`src/rtl/monopix_pkg.sv`:
```
// ============================================================================
//  monopix_pkg
//  Configuration word layout and the hard-wired safe default configuration.
//  Revision: 1.0
// ============================================================================
`default_nettype none

package monopix_pkg;

    typedef struct packed {
        logic [3:0]   nEN_HITOR_OUT;
        logic [3:0]   SET_IBUFN_L;
        logic [3:0]   SET_IBUFP_L;
        logic [3:0]   SET_IBUFN_R;
        logic [3:0]   SET_IBUFP_R;
        logic [447:0] COL_PULSE_SEL;
    } t_conf;

    localparam int CONF_WIDTH = $bits(t_conf);

    // HitOr outputs disabled, mid-scale buffer bias, no column injection.
    localparam t_conf DEFAULT_CONF = '{
        nEN_HITOR_OUT: 4'hF,
        SET_IBUFN_L:   4'h8,
        SET_IBUFP_L:   4'h8,
        SET_IBUFN_R:   4'h8,
        SET_IBUFP_R:   4'h8,
        COL_PULSE_SEL: '0
    };

endpackage

`default_nettype wire

```
`src/rtl/monopix_if.sv`:
```
// ============================================================================
//  monopix_if
//  Configuration pad bundle: control pads in, serial readback and bus out.
//  Revision: 1.0
// ============================================================================
`default_nettype none

interface monopix_if;
    import monopix_pkg::*;

    logic  DEF_CONF_PAD;
    logic  LD_CONF_PAD;
    logic  SI_CONF_PAD;
    logic  SO_CONF_PAD;
    t_conf CONF_OUT;

    modport master (
        output DEF_CONF_PAD,
        output LD_CONF_PAD,
        output SI_CONF_PAD,
        input  SO_CONF_PAD,
        input  CONF_OUT
    );

    modport slave (
        input  DEF_CONF_PAD,
        input  LD_CONF_PAD,
        input  SI_CONF_PAD,
        output SO_CONF_PAD,
        output CONF_OUT
    );

endinterface

`default_nettype wire

```
`src/rtl/monopix_conf_sr.sv`:
```
// ============================================================================
//  conf_sr
//  Serial configuration shift register, MSB first; its MSB is the serial out.
//  Revision: 1.0
// ============================================================================
`default_nettype none

module conf_sr
    import monopix_pkg::*;
(
    input  wire logic                  clk,
    input  wire logic                  rst_n,
    input  wire logic                  si,
    output logic                       so,
    output logic [CONF_WIDTH-1:0]      sr
);

    logic [CONF_WIDTH-1:0] r_sr;

    always_ff @(posedge clk or negedge rst_n) begin
        if (!rst_n) begin
            r_sr <= '0;
        end else begin
            r_sr <= {r_sr[CONF_WIDTH-2:0], si};
        end
    end

    assign sr = r_sr;
    assign so = r_sr[CONF_WIDTH-1];

endmodule

`default_nettype wire

```
`src/rtl/monopix.sv`:
```
// ============================================================================
//  monopix
//  Configuration front end: shift register, transparent load latch, default mux.
//  Revision: 1.0
// ============================================================================
`default_nettype none

module monopix
    import monopix_pkg::*;
(
    input  wire logic  CLK_CONF_PAD,
    input  wire logic  RESETB_PAD,
    monopix_if.slave   cfg
);

    logic [CONF_WIDTH-1:0] w_sr;
    t_conf                 r_conf_q;

    conf_sr u_conf_sr (
        .clk   (CLK_CONF_PAD),
        .rst_n (RESETB_PAD),
        .si    (cfg.SI_CONF_PAD),
        .so    (cfg.SO_CONF_PAD),
        .sr    (w_sr)
    );

    // Level-sensitive active latch; load is only raised while the shift clock
    // is stopped, so the transparent window never sees sr moving.
    always_latch begin
        if (!RESETB_PAD) begin
            r_conf_q <= '0;
        end else if (cfg.LD_CONF_PAD) begin
            r_conf_q <= t_conf'(w_sr);
        end
    end

    assign cfg.CONF_OUT = cfg.DEF_CONF_PAD ? DEFAULT_CONF : r_conf_q;

endmodule

`default_nettype wire

```
`src/flat_wrapper.sv`:
```
// flat-port wrapper written by rule: the top's interface ports become plain ports
module monopix_flat import monopix_pkg::*;
  (CLK_CONF_PAD, RESETB_PAD, cfg_DEF_CONF_PAD, cfg_LD_CONF_PAD, cfg_SI_CONF_PAD, cfg_SO_CONF_PAD, cfg_CONF_OUT);
  monopix_if cfg_i ();
  input  wire logic CLK_CONF_PAD;
  input  wire logic RESETB_PAD;
  input wire logic [$bits(cfg_i.DEF_CONF_PAD)-1:0] cfg_DEF_CONF_PAD;
  input wire logic [$bits(cfg_i.LD_CONF_PAD)-1:0] cfg_LD_CONF_PAD;
  input wire logic [$bits(cfg_i.SI_CONF_PAD)-1:0] cfg_SI_CONF_PAD;
  output wire logic [$bits(cfg_i.SO_CONF_PAD)-1:0] cfg_SO_CONF_PAD;
  output wire logic [$bits(cfg_i.CONF_OUT)-1:0] cfg_CONF_OUT;
  assign cfg_i.DEF_CONF_PAD = cfg_DEF_CONF_PAD;
  assign cfg_i.LD_CONF_PAD = cfg_LD_CONF_PAD;
  assign cfg_i.SI_CONF_PAD = cfg_SI_CONF_PAD;
  assign cfg_SO_CONF_PAD = cfg_i.SO_CONF_PAD;
  assign cfg_CONF_OUT = cfg_i.CONF_OUT;
  monopix u_core (.CLK_CONF_PAD(CLK_CONF_PAD), .RESETB_PAD(RESETB_PAD), .cfg(cfg_i));
endmodule
```
`config.mk`:
```
export PLATFORM = sky130hd
export DESIGN_NAME = monopix_flat
export DESIGN_NICKNAME = d
export VERILOG_FILES = /design/src/rtl/monopix_pkg.sv /design/src/rtl/monopix_if.sv /design/src/rtl/monopix_conf_sr.sv /design/src/rtl/monopix.sv /design/src/flat_wrapper.sv
export SDC_FILE = /design/constraint.sdc
export NUM_CORES = 1
export LEC_CHECK = 0
export BUFFER_PORTS_ARGS = -buffer_cell sky130_fd_sc_hd__buf_2
export CAP_MARGIN = 10
export CELL_PAD_IN_SITES_DETAIL_PLACEMENT = 1
export CELL_PAD_IN_SITES_GLOBAL_PLACEMENT = 2
export CORE_ASPECT_RATIO = 1.1
export CORE_MARGIN = 1.5
export CORE_UTILIZATION = 35
export CTS_CLUSTER_DIAMETER = 150
export DETAILED_ROUTE_END_ITERATION = 7
export PLACE_DENSITY = 0.77
export SYNTH_ARGS = -nofsm -noshare
export SYNTH_HDL_FRONTEND = slang
export SYNTH_SLANG_ARGS = --single-unit
```
`constraint.sdc`:
```
create_clock -name CLK_CONF_PAD -period 2.1 [get_ports CLK_CONF_PAD]
set_input_delay 0.21 -clock CLK_CONF_PAD [delete_from_list [all_inputs] [get_ports CLK_CONF_PAD]]
set_output_delay 0.21 -clock CLK_CONF_PAD [all_outputs]
set_load 0.03 [all_outputs]
```
==> results of run 1 <==
-- report_power, final --
group          switching (mW)  internal, mW
sequential             0.0430          9.42
combinational           0.658         0.193
clock                    3.66          5.36
total                    4.37          15.0
-- path summary, 6_finish.rpt --
| kind | from | end | slack [ns] | depth (start not counted) |
|---|---|---|---|---|
| max | cfg_DEF_CONF_PAD | cfg_CONF_OUT[133] | 0.59 | 5 |
| min | RESETB_PAD | u_core.u_conf_sr.sr[131] | 0.18 | 2 |
| max reg2reg | u_core.u_conf_sr.sr[9] | u_core.u_conf_sr.sr[10] | 1.52 | 0 |
| min reg2reg | u_core.u_conf_sr.sr[153] | u_core.u_conf_sr.sr[154] | 0.36 | 0 |
| max in group asynchronous | RESETB_PAD | u_core.u_conf_sr.sr[449] | 1.11 | 3 |
| min in group CLK_CONF_PAD | cfg_SI_CONF_PAD | u_core.u_conf_sr.sr[0] | 0.31 | 2 |
-- cells in the mapped netlist --
| library cell | number |
|---|---|
| or2_2 | 8 |
| buf_2 | 41 |
| buf_4 | 5 |
| dlxtp_1 | 468 |
| dfrtp_1 | 468 |
| and2_1 | 468 |
| buf_6 | 2 |
| nand2b_1 | 1 |
| clkbuf_2 | 41 |
| nor2b_1 | 460 |
| clkbuf_1 | 15 |
-- per-stage QoR --
step	hold slack, ns	setup WS [ns]
floorplan	-0.08559	0.7358
global placement	0.1958	0.6003
detailed placement	0.1973	0.5562
CTS	0.1595	0.5467
global route	0.1773	0.5138
finish	0.1776	0.5874
-- final cells by class --
cell class                      instances  share of cell area
Sequential cell                       936              0.6150
Multi-Input combinational cell        937              0.1926
Timing Repair Buffer                  517             0.09823
Clock buffer                           80             0.05146
Tap cell                              936             0.03844
Clock inverter                         13            0.004230
-- critical path: stages --
cell and delay, ns:
buf_8 0.29, buf_12 0.25, buf_12 0.23, nor2b_1 0.08, buf_2 0.18
-- routing by layer --
metal	GRT usage	vias to the layer above	part of all wire
li1	-	6850	-
met3	0.03742	74	0.062
met2	0.2649	317	0.49
met1	0.1960	7287	0.42
met4	0.04488	0	0.024
met5	0	-	0
-- what timing repair did --
action                                  in CTS  in global routing
endpoints found under the setup margin       0                  0
buffers inserted                             0                  0
hold buffers                                 2                  0
endpoints found under the hold margin      132                  0
-- logic make-up after synthesis --
group | after synthesis | synth area share
flops | 468 | 0.4661
latches | 468 | 0.2798
buf+inv | 104 | 0.02096
simple gates | 937 | 0.2333
-- flip-flops by register name (all words and copies together) (netlist names) --
| register | flops |
|---|---|
| u_core.r_conf_q | 468 |
| u_core.u_conf_sr.sr | 468 |
==> results.txt, run 1 <==
After clock tree synthesis, the clock-pin slew on the worst setup and hold paths is 0.06 ns. The cell total after placement is 3323. The static leakage came out at 16.06 nW. The first-pass detailed-route iteration total came out at 4.

The utilization after layout came out at 0.4309. The shortest clock period the worst path allows after layout came out at around 1.5 ns. The synthesized netlist cell count is 1977. The maximum number of pins on one net before global-route repair came out at 153.

The library cells used most frequently in the layout, excluding fill and tap cells, are buf_2 (471), and2_1 (468), dlxtp_1 (468), dfrtp_1 (468), nor2b_1 (460). For the worst setup path, the data required time is 1.89 ns. The run finished with clean final reports.

The total design power is 19.34 mW. For this block, the routed nets add up to around 58000 um of wire. Dividing the synthesized area by the synthesized cell count gives 12.71 um2. After detailed placement, the total cell area comes to 28720 um2. The die is 258.5 um wide. The cell area after synthesis came out at 25130 um2. The starting utilization of the core area is 0.3554.

The wire length of the first global-routing pass came out at 90080 um. The global-route congestion overflow total came out at 0. The worst setup path is of the in -> out kind. The count of endpoints without a timing constraint came out at 468. The number of antenna violations at the first check in global routing is 1.

In this run the clock root is driven by a clkbuf_16. The via count of the first global-routing pass is approximately 16000. The post-detailed-route wirelength per cell came out at 16.89 um. TritonCTS built the clock tree. The number of nets with antenna violations after routing came out at 0. STA classifies the critical path startpoint as a primary input.

The overall die area came out at between 70000 and 80000 um2. The number of inserted filler cells in the final layout came out at 7596. The clock passes through at most 3 buffers. At the later pin of the worst-skew pair, clock insertion delay measures 0.58 ns. The die boundary height is 284.0 um. Of the post-synthesis cell area, the dominant cell type holds 0.4661. The category of the worst setup path capture point is an output pin.

The area of the core region came out at 70700 um2. In the final design database the tool counted 2449 nets. Leaving out fill and tap cells, the most frequent cell in the layout is buf_2.

The number of primary I/O pins came out at roughly 470. The count of input and output buffers is roughly 470. At the end of routability-driven placement, the weighted congestion stood at 0.7665. After clock tree synthesis, the repair step resized 0 gates.

The count of unclocked register or latch pins came out at around 470. The global-route usage over all layers came out at 0.1556. After synthesis, the cell types taking the most area are dfrtp_1 (47%), dlxtp_1 (28%), and2_1 (12%). The count of routing violations after the opening detailed-route iteration is approximately 600. At the pin with the least slew margin, the transition time is ~1.2 ns. The synthesis-to-finish area growth is 21.26%.

The number of standard-cell rows in the floorplan is 102. Summed over all instances, the cell type with the most area after synthesis is dfrtp_1. Max-cap violations in this run came to 0. Setup violations remaining at the end of the flow were counted as 0. The synthesized flop and latch total came out at about 940. The yosys synthesis warning count came out at 0. The area occupied by registers is 18740 um2. Power spread over the standard cell area amounts to between 600 and 700 nW/um2. The data arrival time at the worst-slack endpoint is between 1 and 1.5 ns. The hold violation total from the final report is 0. The share of final-layout standard cells stronger than drive strength 1 came out at 0.2433. The vias after detailed routing came out at 14530.

The multi-input combinational cells in the finished layout cover a total of 5869 um2. The maximum resistive drop on vdd is roughly 0.52 mV. Setup repair after global routing left no endpoint under its margin. The via density per instance came out at 4.249.

The max-slew violation total from the final report came out at 0. The final setup skew came out at 0.008843 ns. The placed wire-length estimate came out at 39570 um. In this run the tightest slew margin relative to its limit is 0.2041.

The net count of the mapped netlist came out at roughly 2000. After synthesis, the netlist uses 11 different library cells. Dividing the final minimum period by the clock period gives 0.7203. The worst hold path belongs to the class in -> async. The maximum level of the CTS H-tree is 2. The maximum net fanout on the critical path came out at 47. In the final timing run, aggregate negative setup slack is 0 ns.

The final instance count without filler cells is 3419. The repair_antennas step left the layout with diodes totalling 0. The maximum clock frequency came out at 0.6611 GHz. The final instance area is 30470 um2. The count of unresolved DRC violations after routing is 0.

The TritonCTS buffer count is 52.
Power figures use the tool's default switching activity.
==> inputs of run 2 (changes only) <==
Settings changed: ABC_AREA set to 1, CORE_UTILIZATION 35 to 33, PLACE_DENSITY 0.77 to 0.78.
Clock period 2.1 ns to 1.5 ns, I/O delays scaled along.
==> run 2 against run 1 <==
  * Register-to-register slack got worse by 0.64 ns
  * Hold slack got worse by 0.14 ns
  * Clock power rose by 53%
  * Die area rose by 13%
  * Area after synthesis rose by 6.6%
  * Critical path depth fell by 4
  * Non-clock buffer count rose by 18
  * Combinational power rose by 54%
  * Sequential share of layout area fell by 3.2 points
  * Sequential power rose by 40%
  * Highest routed layer unchanged
==> results.txt, run 2 <==
The worst-skew pair later-pin latency came out at 0.59 ns. The hold violation total from the final report is 0. The delay of the slowest cell on the worst path is about 0.38 ns. The cell area after synthesis came out at 26780 um2. For the worst setup path, the data arrival time is around 1.2 ns. Setup repair after global routing left no endpoint under its margin. STA classifies the critical path endpoint as an output pin. The die boundary height is 301.8 um. The global-route usage over all layers is 0.1501. The total power per unit cell area is 882.5 nW/um2. The maximum buffer depth of the clock tree is 3. The part of the cycle the worst path needs came out at 0.9054. The path class of the tightest hold or removal check is in -> async. Leaving out fill and tap cells, the most frequent cell in the layout is inv_1.

The count of routing violations after the opening detailed-route iteration came out at 573. The critical path is of the reg -> out type. The critical path goes through buf_2. The vias after detailed routing is between 15000 and 20000. By area, the combinational part of the netlist is dominated by buffers and inverters. The total wirelength of the detailed-routed design is 62390 um. The global-route congestion overflow total is 0.

The synthesized netlist cell count came out at ~2900. The count of input and output buffers is approximately 470. The maximum clock frequency came out at 0.7364 GHz.

The area of the core region is 80330 um2. By area the synthesized netlist is led by dfrtp_1 (44%), dlxtp_1 (26%), inv_1 (13%). The maximum level of the CTS H-tree is 2. The path depth of the worst reg2reg path came out at 0. The total of endpoints with negative setup slack in the final report is 0. The max-slew violation total from the final report is 0. The cell total after placement is ~4400. Clock-pin slew was measured on the worst setup and hold paths at around 0.06 ns.

The count of unresolved DRC violations after routing is 0. The total negative setup slack came out at 0 ns. Of the total synthesized cell area, the portion taken by full adders, half adders and majority gates is 0. The count of nets after finishing came out at 3408. The internal reg-to-reg setup slack came out at 0.88 ns.

CTS placed an instance of clkbuf_16 at the clock tree root. The startpoint identified for the worst register-to-register timing path is u_core.u_conf_sr.sr[12]. Leaving out fill and tap cells, the most frequent cells in the layout are inv_1 (938), nand2_1 (476), buf_2 (471), dlxtp_1 (468), dfrtp_1 (468).

The placer congestion estimate came out at 0.7582. Yosys instantiated no cell more often than inv_1. The count of cells in the finished layout, fillers not included, comes to 4497. Of the post-synthesis cell area, the dominant cell type holds 0.4373. The TritonCTS buffer count is between 50 and 60.

Relative to the synthesized area, the layout overhead comes to 20.06%. By count the netlist is led by inv_1 (938), nand2_1 (477), dfrtp_1 (468), dlxtp_1 (468), nor2_1 (460). At the pin with the least slew margin, the transition time is 1.178 ns. The count of endpoints without a timing constraint came out at 468.

The net count of the mapped netlist came out at 2919. The endpoint identified for the worst register-to-register timing path is u_core.u_conf_sr.sr[13]. The average cell area after synthesis is 9.190 um2.

The share of synthesized area spent on multiplexers came out at 0. The via count of the first global-routing pass came out at 17820. The flow ran to the end, and the final reports show no timing, DRC or antenna violations. The number of standard-cell rows in the floorplan is 109. The TritonCTS clock tree is yes. The critical path data required time is 1.35 ns.

The family with the most delay on the worst path is flip-flops. The shortest clock period the worst path allows after layout came out at 1.358 ns. Summed over all cells, the static leakage comes to 20.02 nW. The post-detailed-route wirelength per cell is 13.87 um. The share of final-layout standard cells stronger than drive strength 1 is 0.1807. The count of distinct cell types in the synthesized netlist came out at 8. Entering global routing, the biggest net connects 127 pins. The termination of the worst setup path is cfg_SO_CONF_PAD. For this configuration, the core starts out at a cell density of 0.3334. The number of inserted filler cells in the final layout came out at 9506. The number of nets with antenna violations after routing came out at 0. The number of antenna diodes in the final layout is 0. The synthesized-area fraction occupied by xor and xnor cells came out at 0. The wire-length estimate of the detail-placed layout is 44870 um. The number of primary I/O pins came out at 474. On the critical path, the stage with the largest delay is an instance of dfrtp_1. In this run the tightest slew margin relative to its limit is 0.2148. The compound-gate portion of the synthesized area came out at 0.

The post-cts hold buffer count came out at 2. At the end of the flow the core is filled with cells to 0.4003. The via density per instance is ~3.9.

The final setup skew came out at 0.01232 ns. The post-CTS setup buffer count is 0. The count of unclocked register or latch pins came out at roughly 470. Tracing the worst setup path back leads to its startpoint at u_core.u_conf_sr.sr[467].

The yosys synthesis warning count is 0. The maximum resistive drop on vdd is between 0.8 and 0.9 mV. The maximum net fanout on the critical path came out at 2. The post-synthesis share of cell area spent on and, or, nand and nor gates came out at 0.1313.

The max-capacitance violation count is 0. In the synthesized netlist the async set-or-reset flop fraction comes to 0.5000. The largest total area in the synthesized netlist belongs to dfrtp_1. The type of element launching the critical path is a flop. The number of antenna violations at the first check in global routing was 0. From left edge to right edge, the die measures 274.6 um. The count of cells resized by post-cts repair is 0. In this run the number of cells on the critical path is 1. Counting flops with a built-in enable in the synthesized netlist gives 0.

Counting both buffers and inverters, the worst setup path holds a total of 1. The commonest register cell after synthesis is dlxtp_1. The first-pass detailed-route iteration total is 5. The synthesized flop and latch total came out at between 900 and 1000.

The first global-routing pass estimated 97300 um of wire. The floorplan step defined a die boundary enclosing 82870 um2.
[run 2: final cells by class]
class | count | area [um2] | area share
timing repair buffer | 535 | 3166 | 0.09845
multi-input combinational | 937 | 3525 | 0.1096
sequential | 936 | 18740 | 0.5828
inverter | 938 | 3521 | 0.1095
tap | 1054 | 1319 | 0.04101
clock buffer | 82 | 1680 | 0.05226
clock inverter | 15 | 205.2 | 0.006382
[run 2: where the power goes]
part / internal [mW] / switching, mW / total (mW)
Clock: 8.52 / 5.29 / 13.8
Combinational: 0.295 / 1.02 / 1.31
Sequential: 13.2 / 0.0544 / 13.2
[run 2: cell families (layout without fill, tap and decap cells)]
family / after synthesis / after routing
buffers and inverters: 1041 / 1570
and+or+nand+nor: 937 / 937
DFF: 468 / 468
latches: 468 / 468
[run 2: metal layers]
metal	track usage	up-vias	share of wire
li1	-	8769	-
met1	0.1896	8586	0.43
met2	0.2636	292	0.50
met3	0.02651	79	0.048
met4	0.04069	0	0.024
met5	0	-	0
[run 2: per-stage QoR]
| step | area (um2) | power (mW) | hold WS, ns | setup slack, ns |
|---|---|---|---|---|
| 2_1_floorplan | 26780 | 14.39 | -0.1456 | 0.3566 |
| 3_3_place_gp | 30220 | 14.82 | 0.05700 | 0.1770 |
| 3_5_place_dp | 30220 | 14.84 | 0.05584 | 0.1764 |
| 4_1_cts | 32130 | 28.99 | 0.007988 | 0.07656 |
| 5_1_grt | 32150 | 29.55 | 0.02889 | 0.07973 |
| 6_report | 32150 | 28.37 | 0.04231 | 0.1420 |
[run 2: how the worst min path moves through the flow]
stage / startpoint / to / depth (start not counted)
after global placement: RESETB_PAD / u_core.u_conf_sr.sr[326] / 1
after detailed placement: RESETB_PAD / u_core.u_conf_sr.sr[325] / 1
after CTS: RESETB_PAD / u_core.u_conf_sr.sr[325] / 2
final: RESETB_PAD / u_core.u_conf_sr.sr[325] / 2
after global routing: RESETB_PAD / u_core.u_conf_sr.sr[325] / 2
after floorplan: RESETB_PAD / u_core.u_conf_sr.sr[0] / 0
